$ cat src/rtl/fmul_norm_round.sv
// Normalise/round/pack stage for the binary32 multiplier: 2.48 product -> IEEE-754 single.
// Two-stage valid/ready pipeline; define FNR_FLAGS_EN to build the {overflow, underflow, inexact} flags.
module fmul_norm_round #(
    parameter int EXPW = 10
) (
    input  logic            clk,
    input  logic            clrn,
    input  logic            in_valid,
    output logic            in_ready,
    input  logic            in_sign,
    input  logic [EXPW-1:0] in_exp,
    input  logic [49:0]     in_prod,
    input  logic [1:0]      in_class,
    input  logic [1:0]      in_rm,
    output logic            out_valid,
    input  logic            out_ready,
    output logic [31:0]     out_result,
    output logic [2:0]      out_flags
);
    localparam int EW = EXPW + 1;
    localparam logic signed [EW-1:0] E_MAX  = EW'(255);
    localparam logic signed [EW-1:0] E_ZERO = '0;

    localparam logic [1:0] CLS_ZERO = 2'b01;
    localparam logic [1:0] CLS_INF  = 2'b10;
    localparam logic [1:0] CLS_NAN  = 2'b11;
    localparam logic [1:0] RM_RNE   = 2'b00;
    localparam logic [1:0] RM_RU    = 2'b10;
    localparam logic [1:0] RM_RD    = 2'b11;

    typedef struct packed {
        logic          sign;
        logic [1:0]    cls;
        logic [1:0]    rm;
        logic [23:0]   m;
        logic          inc;
        logic [EW-1:0] e;
    } s1_t;

    logic [2:1] vld_pipe;
    logic       adv1, adv2;
    s1_t        s1_d, s1_q;
    logic       g, s;
    logic [31:0] res_d, res_q;

    assign adv2      = ~vld_pipe[2] | out_ready;
    assign adv1      = ~vld_pipe[1] | adv2;
    assign in_ready  = adv1;
    assign out_valid = vld_pipe[2];
    assign out_result = res_q;

    // Stage 1: pick the 24-bit significand window and decide the rounding increment.
    always_comb begin
        s1_d      = '0;
        s1_d.sign = in_sign;
        s1_d.cls  = in_class;
        s1_d.rm   = in_rm;
        s1_d.e    = {in_exp[EXPW-1], in_exp} + {{(EW-1){1'b0}}, in_prod[49]};
        if (in_prod[49]) begin
            s1_d.m = in_prod[49:26];
            g      = in_prod[25];
            s      = |in_prod[24:0];
        end else begin
            s1_d.m = in_prod[48:25];
            g      = in_prod[24];
            s      = |in_prod[23:0];
        end
        case (in_rm)
            RM_RNE:  s1_d.inc = g & (s | s1_d.m[0]);
            RM_RU:   s1_d.inc = ~in_sign & (g | s);
            RM_RD:   s1_d.inc = in_sign & (g | s);
            default: s1_d.inc = 1'b0;
        endcase
    end

    logic                 frac_c, carry, ovf_inf;
    logic [22:0]          frac;
    logic signed [EW-1:0] e2;
    logic [2:0]           flg_d;
    logic                 s1_inx;

    // Stage 2: the 24-bit increment carries out only when the whole significand was all ones.
    always_comb begin
        {frac_c, frac} = {1'b0, s1_q.m[22:0]} + {23'd0, s1_q.inc};
        carry   = frac_c & s1_q.m[23];
        e2      = s1_q.e + {{(EW-1){1'b0}}, carry};
        ovf_inf = (s1_q.rm == RM_RNE) | ((s1_q.rm == RM_RU) & ~s1_q.sign) |
                  ((s1_q.rm == RM_RD) & s1_q.sign);
        res_d   = {s1_q.sign, e2[7:0], frac};
        flg_d   = {2'b00, s1_inx};
        if (s1_q.cls == CLS_NAN) begin
            res_d = 32'h7FC0_0000;
            flg_d = 3'b000;
        end else if (s1_q.cls == CLS_INF) begin
            res_d = {s1_q.sign, 8'hFF, 23'h0};
            flg_d = 3'b000;
        end else if (s1_q.cls == CLS_ZERO) begin
            res_d = {s1_q.sign, 31'h0};
            flg_d = 3'b000;
        end else if (e2 >= E_MAX) begin
            res_d = ovf_inf ? {s1_q.sign, 8'hFF, 23'h0} : {s1_q.sign, 31'h7F7F_FFFF};
            flg_d = 3'b101;
        end else if (e2 <= E_ZERO) begin
            // Flush to zero always discards a nonzero value, so it is inexact too.
            res_d = {s1_q.sign, 31'h0};
            flg_d = 3'b011;
        end
    end

    always_ff @(posedge clk or negedge clrn) begin
        if (!clrn) begin
            vld_pipe <= '0;
            s1_q     <= '0;
            res_q    <= '0;
        end else begin
            if (adv1) vld_pipe[1] <= in_valid;
            if (adv1 && in_valid) s1_q <= s1_d;
            if (adv2) begin
                vld_pipe[2] <= vld_pipe[1];
                if (vld_pipe[1]) res_q <= res_d;
            end
        end
    end

`ifdef FNR_FLAGS_EN
    logic [2:0] flags_q;
    always_ff @(posedge clk or negedge clrn) begin
        if (!clrn) begin
            s1_inx  <= 1'b0;
            flags_q <= '0;
        end else begin
            if (adv1 && in_valid) s1_inx <= g | s;
            if (adv2 && vld_pipe[1]) flags_q <= flg_d;
        end
    end
    assign out_flags = flags_q;
`else
    assign s1_inx    = 1'b0;
    assign out_flags = 3'b000;
`endif

endmodule

$ cat config.mk
export PLATFORM = sky130hd
export DESIGN_NAME = fmul_norm_round
export DESIGN_NICKNAME = d
export VERILOG_FILES = /design/src/rtl/fmul_norm_round.sv
export SDC_FILE = /design/constraint.sdc
export NUM_CORES = 1
export LEC_CHECK = 0
export ABC_AREA = 0
export CORE_UTILIZATION = 53
export CTS_CLUSTER_SIZE = 40
export DETAILED_ROUTE_END_ITERATION = 7
export GPL_ROUTABILITY_DRIVEN = 0
export PLACE_DENSITY = 0.88
export SLEW_MARGIN = 20
export SYNTH_ARGS = -nofsm -noshare
export SYNTH_HDL_FRONTEND = slang
export SYNTH_SLANG_ARGS = --single-unit
$ cat constraint.sdc
create_clock -name clk -period 8.1 [get_ports clk]
set_clock_uncertainty 0.1 [all_clocks]
set_input_delay 0.81 -clock clk [delete_from_list [all_inputs] [get_ports clk]]
set_output_delay 0.81 -clock clk [all_outputs]
set_load 0.03 [all_outputs]
==> results_tabular.tex, run 1 <==
\begin{tabular}{lr}
\hline
Metric & Value \\
\hline
\multicolumn{2}{l}{\textbf{Outcome}} \\
Run status & completed \\
\multicolumn{2}{l}{\textbf{Clock network}} \\
TritonCTS sink count & 75 \\
Total setup buffers inserted after CTS & 0 \\
Count of instances resized after the clock tree is built & 0 \\
Clock root buffer & sky130\_fd\_sc\_hd\_\_clkbuf\_8 \\
CTS Hold Bufs & 0 \\
TritonCTS clock tree & yes \\
Clock Pin Slew Worst Setup and Hold Paths & 0.09 ns \\
TritonCTS Buffers & 9 \\
\# H-tree levels & 3 \\
Buffers from clock root to sink, at most & 2 \\
Clock insertion delay at the later pin of the skew report & 0.36 ns \\
\multicolumn{2}{l}{\textbf{Synth}} \\
Syn Std Cell Area & 4120 um\^{}2 \\
Number of synthesized flops with an enable pin & 0 \\
Synthesized flop and latch total & 75 \\
Share of synthesized area occupied by flip-flops and latches & 0.455 \\
Warning count from the yosys run & 0 \\
Top\_reg\_cell synth & sky130\_fd\_sc\_hd\_\_dfrtp\_1 \\
Async set-or-reset flop fraction in the synthesized netlist & 1.00 \\
Average instance area after synthesis & 9.74 um\^{}2 \\
Number of distinct library cells after synthesis & 44 \\
Synthesized instance count & 423 \\
\multicolumn{2}{l}{\textbf{Drt}} \\
Count of nets left with antenna violations after detail routing & 0 \\
Post-detailed-route DRC marker count & 0 \\
Vias per Instance & 5.65 \\
Initial DRT Pass Iterations & 4 \\
Top layer in use & met4 \\
Met2 WL & 4620 um \\
Met3 Routed Length & 441 um \\
Vias after detailed routing & 3509 \\
Total Wirelength & 9340 um \\
Detailed Route Iter0 Violations & 355 \\
Average detailed-routed wire length per instance & 15.0 um \\
Sum of routed wire segments on met1 & 4070 um \\
\multicolumn{2}{l}{\textbf{Timing}} \\
Minimum hold slack & 0.391 ns \\
Finish-stage setup viols & 0 \\
Unrepaired setup endpoints after global routing & false \\
Pins over their slew limit & 0 \\
Peak Freq & 251 MHz \\
Time the worst path needs with I/O delays and setup & 3.99 ns \\
Share of the cycle needed by the critical path after routing & 0.492 \\
Setup TNS Final & 0 ns \\
Final Hold Fails & 0 \\
Least-Margin Pin Slew & 1.06 ns \\
Max-Slew Margin vs Limit & 0.294 \\
\multicolumn{2}{l}{\textbf{Setup path}} \\
Worst stage delay on the critical path & 0.85 ns \\
Required time at the endpoint of the critical path & 8.25 ns \\
Critical path capture point type & flop \\
Cell type group with the largest total delay on the critical path & simple AND/OR/NAND/NOR gates \\
Category of the most critical setup path & flop to flop \\
Critical path data arrival time & 4.14 ns \\
Worst Reg-to-Reg Cells & 12 \\
Ordered cell list for the critical path & and4\_1 -> and3\_1 -> nand3\_1 -> nor2\_1 -> ha\_1 -> ha\_1 -> nand3\_1 -> o21a\_1 -> a31oi\_1 -> nor2\_2 -> nand3b\_1 -> o211ai\_1 \\
Buffers and inverters on the worst path & 0 \\
Worst-path fanout max & 23 \\
Reg-to-reg startpoint & s1\_q[14] \\
Crit path launch type & flop \\
Flop-to-flop setup slack & 4.11 ns \\
CP max-delay cell & sky130\_fd\_sc\_hd\_\_nand3b\_1 \\
Critical R2R Capture & out\_result[11] \\
\multicolumn{2}{l}{\textbf{Die}} \\
Floorplan die area & 8130 um\^{}2 \\
Starting density of the core & 0.559 \\
Total number of placement rows & 31 \\
Core area & 7370 um\^{}2 \\
Floorplan die width & 90.2 um \\
DIE HEIGHT & 90.2 um \\
I/O pins & 106 \\
\multicolumn{2}{l}{\textbf{Finish}} \\
Count of fill cells added during filler insertion & 522 \\
Antenna diode instance count & 0 \\
Seq. cell area & 1880 um\^{}2 \\
Final layout net count & 592 \\
Area of the multi-input gates & 2120 um\^{}2 \\
Final standard cell utilization of the core & 0.729 \\
Layout cell share with drive strength beyond 1 & 0.0881 \\
Area of all placed cells without fillers & 5380 um\^{}2 \\
Area growth from synthesis to final layout & 30.4\% \\
\multicolumn{2}{l}{\textbf{Hold path}} \\
Cell depth of the worst min-delay path & 2 \\
Hold Path End & out\_result[31] \\
Path category of the worst min-delay check & flop to flop \\
Startpoint of the tightest hold check path & out\_result[31] \\
\multicolumn{2}{l}{\textbf{Placed design}} \\
Detail Placement HPWL & 6820 um \\
Total of buffers placed on input and output ports & 102 \\
Placed Area & 5160 um\^{}2 \\
\multicolumn{2}{l}{\textbf{Power and ir drop}} \\
Cell area power density & 211 nW/um\^{}2 \\
Leakage component of the power & 2.26 nW \\
Maximum VDD drop & 0.0861 mV \\
\multicolumn{2}{l}{\textbf{Global routing}} \\
Number of antenna violations at the first check in global routing & 0 \\
Via count of the first global-routing pass & 3469 \\
Overall routing resource usage & 0.248 \\
Total congestion overflow after global routing & 0 \\
First-pass GRT wire length & 16200 um \\
Largest net degree at the start of global routing & 76 \\
\multicolumn{2}{l}{\textbf{Flow run}} \\
Number of max-cap violations & 0 \\
\hline
\end{tabular}
tightest hold or removal path, stage by stage, from the launching register on:
cell                      delay [ns]
sky130_fd_sc_hd__dfrtp_1        0.36
sky130_fd_sc_hd__nand2_1        0.05
sky130_fd_sc_hd__o21ai_0        0.06
synthesized netlist by cell type, types with 8 or more instances:
library cell	count	area, um^2
sky130_fd_sc_hd__and3_1	8	50.1
sky130_fd_sc_hd__nand2_1	82	308
sky130_fd_sc_hd__xor2_1	26	228
sky130_fd_sc_hd__clkbuf_1	15	56.3
sky130_fd_sc_hd__nand3_1	25	125
sky130_fd_sc_hd__xnor2_1	12	105
sky130_fd_sc_hd__mux2i_1	25	250
sky130_fd_sc_hd__o21ai_0	38	190
sky130_fd_sc_hd__o211ai_2	10	125
sky130_fd_sc_hd__nor2_1	13	48.8
sky130_fd_sc_hd__o211ai_1	12	90.1
sky130_fd_sc_hd__dfrtp_1	75	1880
placed cells by master (no fill, tap or decap), types with 2 or more instances in the layout:
cell type,count
sky130_fd_sc_hd__clkdlybuf4s50_1,101
sky130_fd_sc_hd__nand2_1,80
sky130_fd_sc_hd__dfrtp_1,75
sky130_fd_sc_hd__o21ai_0,38
sky130_fd_sc_hd__xor2_1,26
sky130_fd_sc_hd__nand3_1,25
sky130_fd_sc_hd__mux2i_1,25
sky130_fd_sc_hd__nor2_1,13
sky130_fd_sc_hd__xnor2_1,12
sky130_fd_sc_hd__o211ai_1,12
sky130_fd_sc_hd__o211ai_2,10
sky130_fd_sc_hd__clkbuf_8,9
sky130_fd_sc_hd__and3_1,8
sky130_fd_sc_hd__nand4_1,7
sky130_fd_sc_hd__a21oi_1,7
sky130_fd_sc_hd__nor4_1,7
sky130_fd_sc_hd__mux2_2,7
sky130_fd_sc_hd__a221o_1,6
sky130_fd_sc_hd__ha_1,6
sky130_fd_sc_hd__nand2b_1,4
sky130_fd_sc_hd__and2_1,4
sky130_fd_sc_hd__nor3_1,3
sky130_fd_sc_hd__conb_1,3
sky130_fd_sc_hd__inv_6,3
sky130_fd_sc_hd__buf_4,3
sky130_fd_sc_hd__and4_1,2
sky130_fd_sc_hd__nand3b_1,2
sky130_fd_sc_hd__nand2_2,2
sky130_fd_sc_hd__inv_1,2
sky130_fd_sc_hd__nor3_2,2
power by group:
| group | switching [W] | internal, W |
|---|---|---|
| Sequential | 0.0000617 | 0.000437 |
| Clock | 0.000154 | 0.000148 |
| Combinational | 0.000178 | 0.000153 |
| Total | 0.000394 | 0.000738 |
worst max path at each step:
| stage | to | startpoint | cells after the start |
|---|---|---|---|
| after global routing | out_result[2] | s1_q[14] | 12 |
| after CTS | out_result[11] | s1_q[14] | 12 |
| after global placement | out_result[9] | out_ready | 7 |
| after detailed placement | out_result[2] | out_ready | 7 |
| after floorplan | out_result[14] | s1_q[14] | 13 |
| final | out_result[11] | s1_q[14] | 12 |
flip-flops by register name, summed over array words and instances, names as in the netlist:
| register | count |
|---|---|
| vld_pipe | 2 |
| s1_q | 41 |
| out_result | 32 |
metal layers:
layer / up-vias / global-route usage
met3: 16 / 0.0482
met5: - / 0
met4: 0 / 0.0995
li1: 1688 / -
met1: 1672 / 0.332
met2: 133 / 0.398
cell type report:
type                       count  share of cell area
multi-input combinational    324               0.395
sequential                    75               0.349
timing repair buffer         105               0.193
clock buffer                   9              0.0230
tap                           99              0.0230
clock inverter                 7              0.0156
inverter                       2             0.00140
metrics by stage:
stage / total power (W) / cells / setup WS (ns)
3_3_place_gp: 0.000821 / 605 / 4.12
2_1_floorplan: 0.000687 / 425 / 4.93
5_1_grt: 0.00119 / 621 / 3.80
6_report: 0.00113 / 621 / 4.11
4_1_cts: 0.00113 / 621 / 4.14
3_5_place_dp: 0.000835 / 605 / 3.92
cell families (layout without fill, tap and decap cells):
kind of cell               count (synthesis)  count (layout)  share of synthesized area
adders and majority gates                  6               6                     0.0182
AOI/OAI and AO/OA                         81              81                      0.142
muxes                                     32              32                     0.0798
xor gates and xnor gates                  38              38                     0.0808
buffers and inverters                     26             123                     0.0331
other                                      1               3                   0.000910
and+or+nand+nor                          164             164                      0.190
DFF                                       75              75                      0.455
Note: power is estimated with default switching activity, not from simulation.
==> inputs of run 2 (changes only) <==
- CORE_UTILIZATION: 53 -> 45
- PLACE_DENSITY: 0.88 -> 0.79
- clock period: 8.1 -> 3.3 ns (I/O delays scaled with it)
==> results_tabular.tex, run 2 (synthesis results as in run 1) <==
\begin{tabular}{lr}
\hline
Metric & Value \\
\hline
\multicolumn{2}{l}{\textbf{Finish}} \\
Largest register by flop count & s1\_q \\
Area growth from synthesis to final layout & 38.9\% \\
Antenna diode instance count & 0 \\
Commonest cells after routing, fill and taps aside & 101 x sky130\_fd\_sc\_hd\_\_clkdlybuf4s50\_1, 80 x sky130\_fd\_sc\_hd\_\_nand2\_1, 75 x sky130\_fd\_sc\_hd\_\_dfrtp\_1 \\
Most common library cell in the layout ignoring fill and taps & sky130\_fd\_sc\_hd\_\_clkdlybuf4s50\_1 \\
Number of flip-flops under the largest register name & 41 \\
Post-route insts no fill & 656 \\
Final layout net count & 618 \\
Layout cell share with drive strength beyond 1 & 0.155 \\
Final standard cell utilization of the core & 0.650 \\
Count of fill cells added during filler insertion & 686 \\
\multicolumn{2}{l}{\textbf{Clock network}} \\
Clock root buffer & sky130\_fd\_sc\_hd\_\_clkbuf\_8 \\
\# H-tree levels & 3 \\
TritonCTS clock tree & yes \\
Clock Pin Slew Worst Setup and Hold Paths & 0.08 ns \\
Buffers from clock root to sink, at most & 2 \\
TritonCTS Buffers & 9 \\
TritonCTS sink count & 75 \\
Clock insertion delay at the later pin of the skew report & 0.35 ns \\
\multicolumn{2}{l}{\textbf{Drt}} \\
Initial DRT Pass Iterations & 7 \\
Vias after detailed routing & 3566 \\
Vias per Instance & 5.44 \\
Count of nets left with antenna violations after detail routing & 0 \\
Average detailed-routed wire length per instance & 15.3 um \\
Detailed Route Iter0 Violations & 114 \\
Post-detailed-route DRC marker count & 10 \\
Total Wirelength & 10100 um \\
\multicolumn{2}{l}{\textbf{Setup path}} \\
Critical path capture point type & flop \\
Crit path launch type & flop \\
Worst stage delay on the critical path & 0.51 ns \\
Critical path launch point & s1\_q[29] \\
Critical path data arrival time & 3.35 ns \\
CP max-delay cell & sky130\_fd\_sc\_hd\_\_or4b\_4 \\
Reg-to-reg startpoint & s1\_q[29] \\
Worst-path fanout max & 7 \\
Required time at the endpoint of the critical path & 3.42 ns \\
Ordered cell list for the critical path & and3\_4 -> and3\_4 -> nand4\_1 -> nor2\_4 -> ha\_4 -> ha\_4 -> or3\_4 -> nor3\_2 -> or4b\_4 -> o221ai\_4 -> buf\_12 -> o211ai\_1 \\
Category of the most critical setup path & flop to flop \\
\multicolumn{2}{l}{\textbf{Timing}} \\
Finish-stage setup viols & 0 \\
Worst setup slack after layout & 0.0657 ns \\
Peak Freq & 309 MHz \\
Setup TNS Final & 0 ns \\
Time the worst path needs with I/O delays and setup & 3.23 ns \\
Least-Margin Pin Slew & 0.920 ns \\
Share of the cycle needed by the critical path after routing & 0.980 \\
Pins over their slew limit & 0 \\
Final Hold Fails & 0 \\
Max-Slew Margin vs Limit & 0.387 \\
\multicolumn{2}{l}{\textbf{Global routing}} \\
Overall routing resource usage & 0.219 \\
Total congestion overflow after global routing & 0 \\
First-pass GRT wire length & 16400 um \\
Largest net degree at the start of global routing & 76 \\
Number of antenna violations at the first check in global routing & 0 \\
Via count of the first global-routing pass & 3537 \\
\multicolumn{2}{l}{\textbf{Placed design}} \\
Detail Placement HPWL & 7250 um \\
Post-Place Worst Slack & -0.0848 ns \\
Total of buffers placed on input and output ports & 102 \\
Placed cells & 632 \\
\multicolumn{2}{l}{\textbf{Power and ir drop}} \\
Cell area power density & 509 nW/um\^{}2 \\
Total power & 0.00291 W \\
Maximum VDD drop & 0.221 mV \\
Leakage component of the power & 2.39 nW \\
\multicolumn{2}{l}{\textbf{Die}} \\
Starting density of the core & 0.468 \\
Floorplan die width & 97.7 um \\
Core area & 8810 um\^{}2 \\
Floorplan die area & 9550 um\^{}2 \\
DIE HEIGHT & 97.7 um \\
I/O pins & 106 \\
Total number of placement rows & 34 \\
\multicolumn{2}{l}{\textbf{Hold path}} \\
Path category of the worst min-delay check & primary input to async pin \\
\multicolumn{2}{l}{\textbf{Outcome}} \\
Violations in the final reports & DRC \\
Run status & complete, but fails checks \\
\multicolumn{2}{l}{\textbf{Flow run}} \\
Number of max-cap violations & 0 \\
\hline
\end{tabular}
## run 2: worst paths after layout
| path | endpoint | slack, ns | depth (start not counted) |
|---|---|---|---|
| hold reg to reg | out_result[31] | 0.39 | 2 |
| setup reg to reg | out_result[9] | 0.07 | 12 |
| setup / recovery | out_result[9] | 0.07 | 12 |
| min in group clk | out_result[31] | 0.39 | 2 |
| max in group asynchronous | out_result[24] | 2.50 | 1 |
| hold / removal | s1_q[40] | 0.02 | 1 |
## run 2: worst max-delay path, delay by kind of cell (launching register included)
| kind | cells | cell delay [ns] |
|---|---|---|
| adder cells (fa/ha/maj) | 2 | 0.35 |
| buffers and inverters | 1 | 0.17 |
| flip-flops | 1 | 0.37 |
| AO/OA/AOI/OAI | 2 | 0.39 |
| AND/OR/NAND/NOR | 7 | 1.71 |
## run 2: per-layer routing
layer  up-vias  global-route usage  share of wire
met5         -                   0              0
met4         0              0.0828          0.018
met3        16              0.0446          0.048
met2       122               0.390           0.53
met1      1680               0.260           0.41
li1       1748                   -              -
## run 2: metrics by stage
step | hold WS, ns | instance area, um^2
CTS | 0.0461 | 5620
detailed placement | 0.376 | 5330
floorplan | -0.0656 | 4130
finish | 0.0234 | 5720
global placement | 0.372 | 5330
global route | 0.0902 | 5720
## run 2: cell type report
type                    instances  area (um^2)  share of cell area
clock buffers                  10          138              0.0240
clock inverters                 6         88.8              0.0155
inverters                       2         7.51             0.00131
multi-input cells             324         2210               0.385
flip-flops and latches         75         1880               0.328
well taps                     108          135              0.0236
repair buffers                131         1270               0.222
## run 2: power breakdown
group / total, W / leakage [nW] / switching, W / internal (W)
clock: 0.000797 / 0.108 / 0.000351 / 0.000446
combinational: 0.000909 / 1.35 / 0.000474 / 0.000434
sequential: 0.00121 / 0.937 / 0.000135 / 0.00107
total: 0.00291 / 2.39 / 0.000960 / 0.00195
## run 2: what timing repair did
item,4_1_cts,5_1_grt
pin swaps,4,17
setup buffers,3,4
hold buffers,0,0
gates cloned,1,0
gates resized for setup,6,14
setup endpoints to repair,23,30
